<file path="config.mk">
export PLATFORM = sky130hd
export DESIGN_NAME = seq_detect_prog
export DESIGN_NICKNAME = d
export VERILOG_FILES = /design/src/rtl/seq_det_pkg.sv /design/src/rtl/sat_counter.sv /design/src/rtl/seq_detect_prog.sv
export SDC_FILE = /design/constraint.sdc
export NUM_CORES = 1
export LEC_CHECK = 0
export ABC_AREA = 1
export BUFFER_PORTS_ARGS = -buffer_cell sky130_fd_sc_hd__buf_2
export CAP_MARGIN = 20
export CORE_MARGIN = 2
export CORE_UTILIZATION = 55
export DETAILED_ROUTE_END_ITERATION = 10
export PLACE_DENSITY = 0.82
export SYNTH_ARGS = -nofsm -noshare
export SYNTH_HDL_FRONTEND = slang
export SYNTH_SLANG_ARGS = --single-unit
</file>
<file path="constraint.sdc">
create_clock -name clk -period 3 [get_ports clk]
set_clock_uncertainty 0.2 [all_clocks]
set_input_delay 0.6 -clock clk [delete_from_list [all_inputs] [get_ports clk]]
set_output_delay 0.6 -clock clk [all_outputs]
set_load 0.01 [all_outputs]
</file>
<file path="src/rtl/seq_det_pkg.sv">
// rtl/seq_det_pkg.sv - shared defaults, mode constants and sizing helper for the sequence detector
package seq_det_pkg;

   localparam int DEF_MAX_LEN = 8;
   localparam int DEF_CNT_W   = 8;

   localparam logic OVERLAP     = 1'b1;
   localparam logic NON_OVERLAP = 1'b0;

   function automatic int len_width(input int max_len);
      return $clog2(max_len + 1);
   endfunction

endpackage

</file>
<file path="src/rtl/sat_counter.sv">
// rtl/sat_counter.sv - saturating up-counter with synchronous clear
module sat_counter
   import seq_det_pkg::*;
#(
   parameter int W = DEF_CNT_W
) (
   input  logic         clk,
   input  logic         reset,
   input  logic         clear,
   input  logic         inc,
   output logic [W-1:0] count
);

   always_ff @(posedge clk or posedge reset) begin
      if (reset) begin
         count <= '0;
      end else if (clear) begin
         count <= '0;
      end else if (inc && (count != {W{1'b1}})) begin
         count <= count + 1'b1;
      end
   end

endmodule

</file>
<file path="src/rtl/seq_detect_prog.sv">
// rtl/seq_detect_prog.sv - programmable serial pattern detector with overlap control and match counter
module seq_detect_prog
   import seq_det_pkg::*;
#(
   parameter  int MAX_LEN = DEF_MAX_LEN,
   parameter  int CNT_W   = DEF_CNT_W,
   localparam int LEN_W   = len_width(MAX_LEN)
) (
   input  logic               clk,
   input  logic               reset,
   input  logic               cfg_load,
   input  logic [MAX_LEN-1:0] cfg_pattern,
   input  logic [LEN_W-1:0]   cfg_len,
   input  logic               cfg_overlap,
   input  logic               in_valid,
   input  logic               in_bit,
   output logic               match,
   output logic [CNT_W-1:0]   match_count,
   output logic               cfg_err
);

   logic [MAX_LEN-1:0] pat_q;
   logic [MAX_LEN-1:0] hist_q;
   logic [MAX_LEN-1:0] hist_nxt;
   logic [MAX_LEN-1:0] mask;
   logic [LEN_W-1:0]   len_q;
   logic [LEN_W-1:0]   fill_q;
   logic [LEN_W-1:0]   fill_nxt;
   logic               ovl_q;
   logic               len_bad;
   logic               hit;

   assign len_bad = (len_q < LEN_W'(2)) || (len_q > LEN_W'(MAX_LEN));
   assign cfg_err = len_bad;

   // Shifting all-ones by len leaves zeros in the low len bits; a shift of MAX_LEN yields a full mask.
   always_comb begin
      mask     = ~({MAX_LEN{1'b1}} << len_q);
      hist_nxt = {hist_q[MAX_LEN-2:0], in_bit};
      fill_nxt = (fill_q == LEN_W'(MAX_LEN)) ? fill_q : fill_q + 1'b1;
      hit      = in_valid && !cfg_load && !len_bad && (fill_nxt >= len_q)
                 && (((hist_nxt ^ pat_q) & mask) == '0);
   end

   always_ff @(posedge clk or posedge reset) begin
      if (reset) begin
         pat_q  <= '0;
         len_q  <= LEN_W'(4);
         ovl_q  <= OVERLAP;
         hist_q <= '0;
         fill_q <= '0;
         match  <= 1'b0;
      end else if (cfg_load) begin
         pat_q  <= cfg_pattern;
         len_q  <= cfg_len;
         ovl_q  <= cfg_overlap;
         hist_q <= '0;
         fill_q <= '0;
         match  <= 1'b0;
      end else if (in_valid) begin
         hist_q <= hist_nxt;
         // Non-overlapping mode restarts the search after every hit.
         fill_q <= (hit && (ovl_q == NON_OVERLAP)) ? '0 : fill_nxt;
         match  <= hit;
      end else begin
         match  <= 1'b0;
      end
   end

   sat_counter #(
      .W(CNT_W)
   ) u_match_cnt (
      .clk  (clk),
      .reset(reset),
      .clear(cfg_load),
      .inc  (hit),
      .count(match_count)
   );

endmodule

</file>
; ---- After elaboration in Yosys (flattened, before gate mapping)
; Cells that the tools add are included.
[totals]
reg_bits = 33
latch_bits = 0
mem_bits_rw = 0
rom_bits = 0
inputBits = 18
out_inout_bits = 10
memories = 0
[op_classes]
add_sub_neg = 2
multipliers = 0
div = 0
n_lt_le_gt_ge = 3
eq_ne = 2
shifts = 1
n_mux = 10
bitwise = 4
reduce_logical = 12
[ops]
columns = cell, n
row1 = $mux 4, 4
row2 = $mux 8, 2
row3 = $mux 7, 2
row4 = $add 8x1->8 const B, 1
row5 = $and 8x8->8, 1
row6 = $logic_not 8->1, 1
row7 = $ne 8x8->1 const B, 1
row8 = $not 8->8, 1
row9 = $shl 8x4->8 const A, 1
row10 = $xor 8x8->8, 1
row11 = $logic_and 1x1->1, 6
row12 = $add 4x1->4 const B, 1
row13 = $eq 4x4->1 const B, 1
row14 = $ge 4x4->1, 1
row15 = $gt 4x4->1 const B, 1
row16 = $lt 4x2->1 const B, 1
row17 = $reduce_bool 2->1, 2
row18 = $logic_not 1->1, 2
row19 = $mux 1, 2
row20 = $logic_or 1x1->1, 1
row21 = $not 1->1, 1

; ---- Longest topological paths before layout
[logic_depth]
word_depth = 10
mapped_depth = 16

; ---- Cells and area by module
; Synthesis repeated with hierarchy kept, for this count alone.
[unflattened]
hier_cells = 249
area_unflattened_um2 = 1889.3
[by_module_without_submodules]
columns = mod, n_inst, cells_each, area_each_um2, seq_area_each_um2
row1 = seq_detect_prog, 1, 180, 1382.6, 628.1
row2 = sat_counter, 1, 69, 506.7, 200.2

; ---- Worst setup path before layout
; No wires, ideal clock.
[synth_path]
path_type = register to register
startpoint = register fill_q[0]
endpoint = register fill_q[0]
t_arrival_ns = 1.855
t_required_ns = 2.684
slack_ns = 0.829
stages_incl_launch_ff = 15
n_path_buf = 0
path_cell_list = dfrtp_1 inv_1 ha_1 nand2_1 nor2_1 xor2_1 ha_1 nand2_1 nor2_1 nand3b_1 nand3_4 nor2_8 nand2_4 nand2_1 nand2_1
[synth_via]
elab_chain_len = 9
word_cells_on_any_way = 10
classes_between = add/sub: 1 / order compare: 1 / eq/ne: 1 / mux: 4 / reduce/logical: 3
[synth_rtl]
columns = element, line
row1 = from (decl), seq_detect_prog.sv:27  ; logic [LEN_W-1:0] fill_q;
row2 = from (signal assigned), seq_detect_prog.sv:63  ; fill_q <= (hit && (ovl_q == NON_OVERLAP)) ? '0 : fill_nxt;
row3 = $add 4x1->4 / $eq 4x4->1 (equally long branches), seq_detect_prog.sv:40  ; fill_nxt = (fill_q == LEN_W'(MAX_LEN)) ? fill_q : fill_q + 1'b1;
row4 = $mux 4 *, seq_detect_prog.sv:40
row5 = $ge 4x4->1, seq_detect_prog.sv:41  ; hit = in_valid && !cfg_load && !len_bad && (fill_nxt >= len_q)
row6 = $logic_and 1x1->1, seq_detect_prog.sv:41
row7 = $logic_and 1x1->1, seq_detect_prog.sv:42  ; && (((hist_nxt ^ pat_q) & mask) == '0);
row8 = $logic_and 1x1->1, seq_detect_prog.sv:63
row9 = $mux 4 *, seq_detect_prog.sv:63
row10 = $mux 4 *, seq_detect_prog.sv:60  ; end else if (in_valid) begin
row11 = $mux 4 *, seq_detect_prog.sv:53  ; end else if (cfg_load) begin
; Mark *: on every way between the ends. The rest lies on a longest branch, timed or not. The select of a mux whose other input is x is not followed.
; A chain may end at the register's enable or synchronous reset.

; ---- Final worst setup path
[layout_path]
startpoint = register fill_q[0]
endpoint = register fill_q[1]
; The elaborated chain is that of the path after synthesis.

==> insert_results.sql <==
INSERT INTO impl_metrics (metric_group, metric, value, unit) VALUES
('worst_setup_path', 'critical_path.endpoint_type', 'register', ''),
('final_layout', 'syn2layout_area_growth', '13.5', '%'),
('final_layout', 'post_route_utilization', '65.6', '%'),
('power_and_ir_drop', 'vdd_ir_drop_max', '0.000357', 'V'),
('die', 'boundaryPins', '28', ''),
('drt', 'drt-wirelength-per-cell', '10.9', 'um'),
('die', 'fp.dieW', '63.4', 'um'),
('place', 'post-place-cells', '324', ''),
('worst_setup_path', 'cpMaxStageDelayCell', 'dfrtp_1', ''),
('die', 'dieHeight', '63.4', 'um'),
('worst_setup_path', 'timing_worst_setup_path_type', 'reg2reg', ''),
('timing', 'timing.setup.tns', '0', 'ns'),
('timing', 'maxClockFrequency', '419', 'MHz'),
('power_and_ir_drop', 'share_clk_of_total_power', '35.1', '%'),
('timing', 'max_slew.worst_pin.slew', '0.450', 'ns'),
('power_and_ir_drop', 'switching_share', '27.3', '%'),
('final_layout', 'final_layout_size_suffix_gt1_share', '19.9', '%'),
('clocking', 'cts.sink_count', '33', ''),
('timing', 'timing.slew.headroom', '70.0', '%'),
('power_and_ir_drop', 'p_leak', '0.00126', 'uW'),
('power_and_ir_drop', 'p_total', '993', 'uW'),
('place', 'final_estimated_routing_congestion_in_global_placement', '0.809', ''),
('worst_setup_path', 'crit_path_cells', 'inv_1, ha_1, nand2_1, nor2_1, xor2_1, ha_1, nand2_1, nor2_1, nand3b_1, nand3_4, nor2_8, nand2_4, nand2_1, nand2_1', ''),
('timing', 'rsz0062_at_grt', 'no', ''),
('status', 'run_status', 'complete, no violations', ''),
('worst_setup_path', 'crit_path_max_fanout', '10', ''),
('clocking', 'h-tree-depth', '2', ''),
('timing', 'fin_crit_sh', '79.6', '%'),
('synth', 'synth_largest_type_area_fraction', '39.9', '%'),
('clocking', 'root_buffer', 'clkbuf_4', ''),
('clocking', 'cts_made_buffers', '5', ''),
('power_and_ir_drop', 'switchingPower', '271', 'uW'),
('power_and_ir_drop', 'sequential_fraction_of_design_power', '48.7', '%'),
('place', 'hpwl', '2.65', 'mm'),
('die', 'placement_rows', '21', ''),
('worst_setup_path', 'required', '3.03', 'ns'),
('grt', 'first_global_vias', '1547', ''),
('timing', 'slew_limit_fails', '0', ''),
('final_layout', 'diodes', '0', ''),
('power_and_ir_drop', 'comb_power_share', '16.1', '%'),
('timing', 'final_hold_viol_count', '0', ''),
('synth', 'synth-seq-area-share', '42.7', '%'),
('worst_setup_path', 'cpLargestDelayFamily', 'simple AND/OR/NAND/NOR gates', ''),
('timing', 'setup_viol', '0', ''),
('synth', 'syn_inst', '255', ''),
('clocking', 'cts-hold-fix-buffers', '0', ''),
('synth', 'synth_area_leader_cell', 'dfrtp_1', ''),
('worst_setup_path', 'critical-path-max-stage-delay', '0.43', 'ns'),
('timing', 'post-route-min-period', '2.39', 'ns'),
('clocking', 'clkSlewWorstSetupHoldPaths', '0.10', 'ns'),
('timing', 'timing.hold.ws', '0.129', 'ns'),
('job', 'max_cap_violations', '0', ''),
('drt', 'post_drt_via_cell_ratio', '5.01', ''),
('die', 'die_area', '4020', 'um2'),
('power_and_ir_drop', 'cellInternalPower', '723', 'uW'),
('synth', 'yosysUniqueCellTypes', '26', ''),
('die', 'placeableCoreArea', '3360', 'um2'),
('worst_setup_path', 'crit_path_frequent_cell', 'nand2_1', ''),
('clocking', 'post_cts.resized_instances', '0', ''),
('power_and_ir_drop', 'power_density', '451', 'nW/um2'),
('clocking', 'insertion_delay', '0.33', 'ns'),
('drt', 'route.detailed.drc', '0', ''),
('final_layout', 'nNetsFinal', '310', ''),
('place', 'io_buffers', '27', ''),
('grt', 'grt_util_all_layers', '21.3', '%'),
('worst_setup_path', 'critical_path_buf_inv_count', '1', ''),
('worst_setup_path', 'cp.arrival', '2.41', 'ns'),
('synth', 'synthTopCellsByArea', 'dfrtp_1 (40%), nand2_1 (17%), inv_1 (7.3%), ha_1 (4.5%), nand3_1 (4.4%)', ''),
('grt', 'antenna_found_initial', '0', ''),
('drt', 'drt_wl_total', '3.62', 'mm'),
('grt', 'grt_first_pass_wirelength', '6.71', 'mm');
## cell type report
type                    count  area, um2
fillers                   324       1160
multi-input cells         175        933
flip-flops and latches     33        828
inverters                  42        158
repair buffers             28        143
well taps                  46       57.6
clock buffers               7       55.1
clock inverters             1       30.0
## cell usage in the layout (no fill, tap or decap), drive strengths merged, types with 2 or more instances in the layout
| master | n |
|---|---|
| nand3 | 20 |
| dfstp | 2 |
| inv | 42 |
| buf | 28 |
| dfrtp | 31 |
| nand4 | 9 |
| xor2 | 6 |
| nand2 | 91 |
| nor2 | 19 |
| o21ai | 13 |
| ha | 7 |
| o22ai | 7 |
| clkbuf | 7 |
## registers in the layout, indices dropped and copies added, names as in the netlist
| register | cells |
|---|---|
| pat_q | 8 |
| u_match_cnt.count | 8 |
| hist_q | 7 |
| fill_q | 4 |
| len_q | 4 |
| match | 1 |
| ovl_q | 1 |
## cells in the mapped netlist
cell / n
nand4_1: 8
nand3_2: 2
dfrtp_1: 31
inv_1: 38
nor2_1: 12
nand2_2: 2
nor2_2: 3
xor2_1: 6
a21oi_1: 1
nor2_8: 1
dfstp_2: 2
nand3b_1: 1
clkbuf_1: 1
ha_1: 7
nand3_4: 1
nor2_4: 3
nand3_1: 17
nand4_2: 1
o21ai_0: 13
nand2_4: 2
buf_1: 1
and2_2: 1
buf_2: 3
inv_2: 4
o22ai_1: 7
nand2_1: 87
## through the flow
step / instance area (um2) / setup WS (ns)
after floorplan: 1940 / 0.829
after global placement: 2120 / 0.737
after detailed placement: 2120 / 0.619
after CTS: 2200 / 0.600
after global routing: 2200 / 0.398
final: 2200 / 0.613
## worst reg2reg max path, cell delays in order (launching register included)
cell and delay [ns]:
dfrtp_1 0.43, inv_1 0.07, ha_1 0.19, nand2_1 0.08
nor2_1 0.05, xor2_1 0.16, ha_1 0.29, nand2_1 0.04
nor2_1 0.11, nand3b_1 0.16, nand3_4 0.10, nor2_8 0.20
nand2_4 0.08, nand2_1 0.07, nand2_1 0.05
## cell families (layout without fill, tap and decap cells)
logic type	count (synthesis)	count (layout)	synth area share, %
AND/OR/NAND/NOR	141	141	35.0
buffers and inverters	47	78	9.28
flip-flops	33	33	42.7
AO/OA/AOI/OAI	21	21	5.86
adder cells (fa/ha/maj)	7	7	4.51
XOR/XNOR	6	6	2.71
## power by group through the flow
stage / clock [uW] / combinational, uW / sequential (uW)
6_report: 349 / 160 / 484
5_1_grt: 382 / 188 / 487
4_1_cts: 357 / 162 / 484
3_5_place_dp: 0 / 161 / 493
3_3_place_gp: 0 / 157 / 492
2_1_floorplan: 0 / 125 / 489
## worst paths after layout
path	start	end	slack, ns	depth (start not counted)
worst max-delay path	fill_q[0]	fill_q[1]	0.61	14
worst min-delay path	reset	pat_q[6]	0.13	3
worst max register to register	fill_q[0]	fill_q[1]	0.61	14
worst min register to register	fill_q[3]	fill_q[3]	0.35	2
max in group asynchronous	reset	ovl_q	2.13	3
min in group clk	cfg_pattern[7]	pat_q[7]	0.26	3
## per-layer routing
layer | track usage, % | wire (um) | share of wire [%]
met4 | 6.52 | 42 | 1.2
met2 | 34.1 | 1680 | 46
met1 | 28.2 | 1750 | 48
met5 | 0 | 0 | 0
met3 | 5.89 | 145 | 4.0
Power figures use the tool's default switching activity.
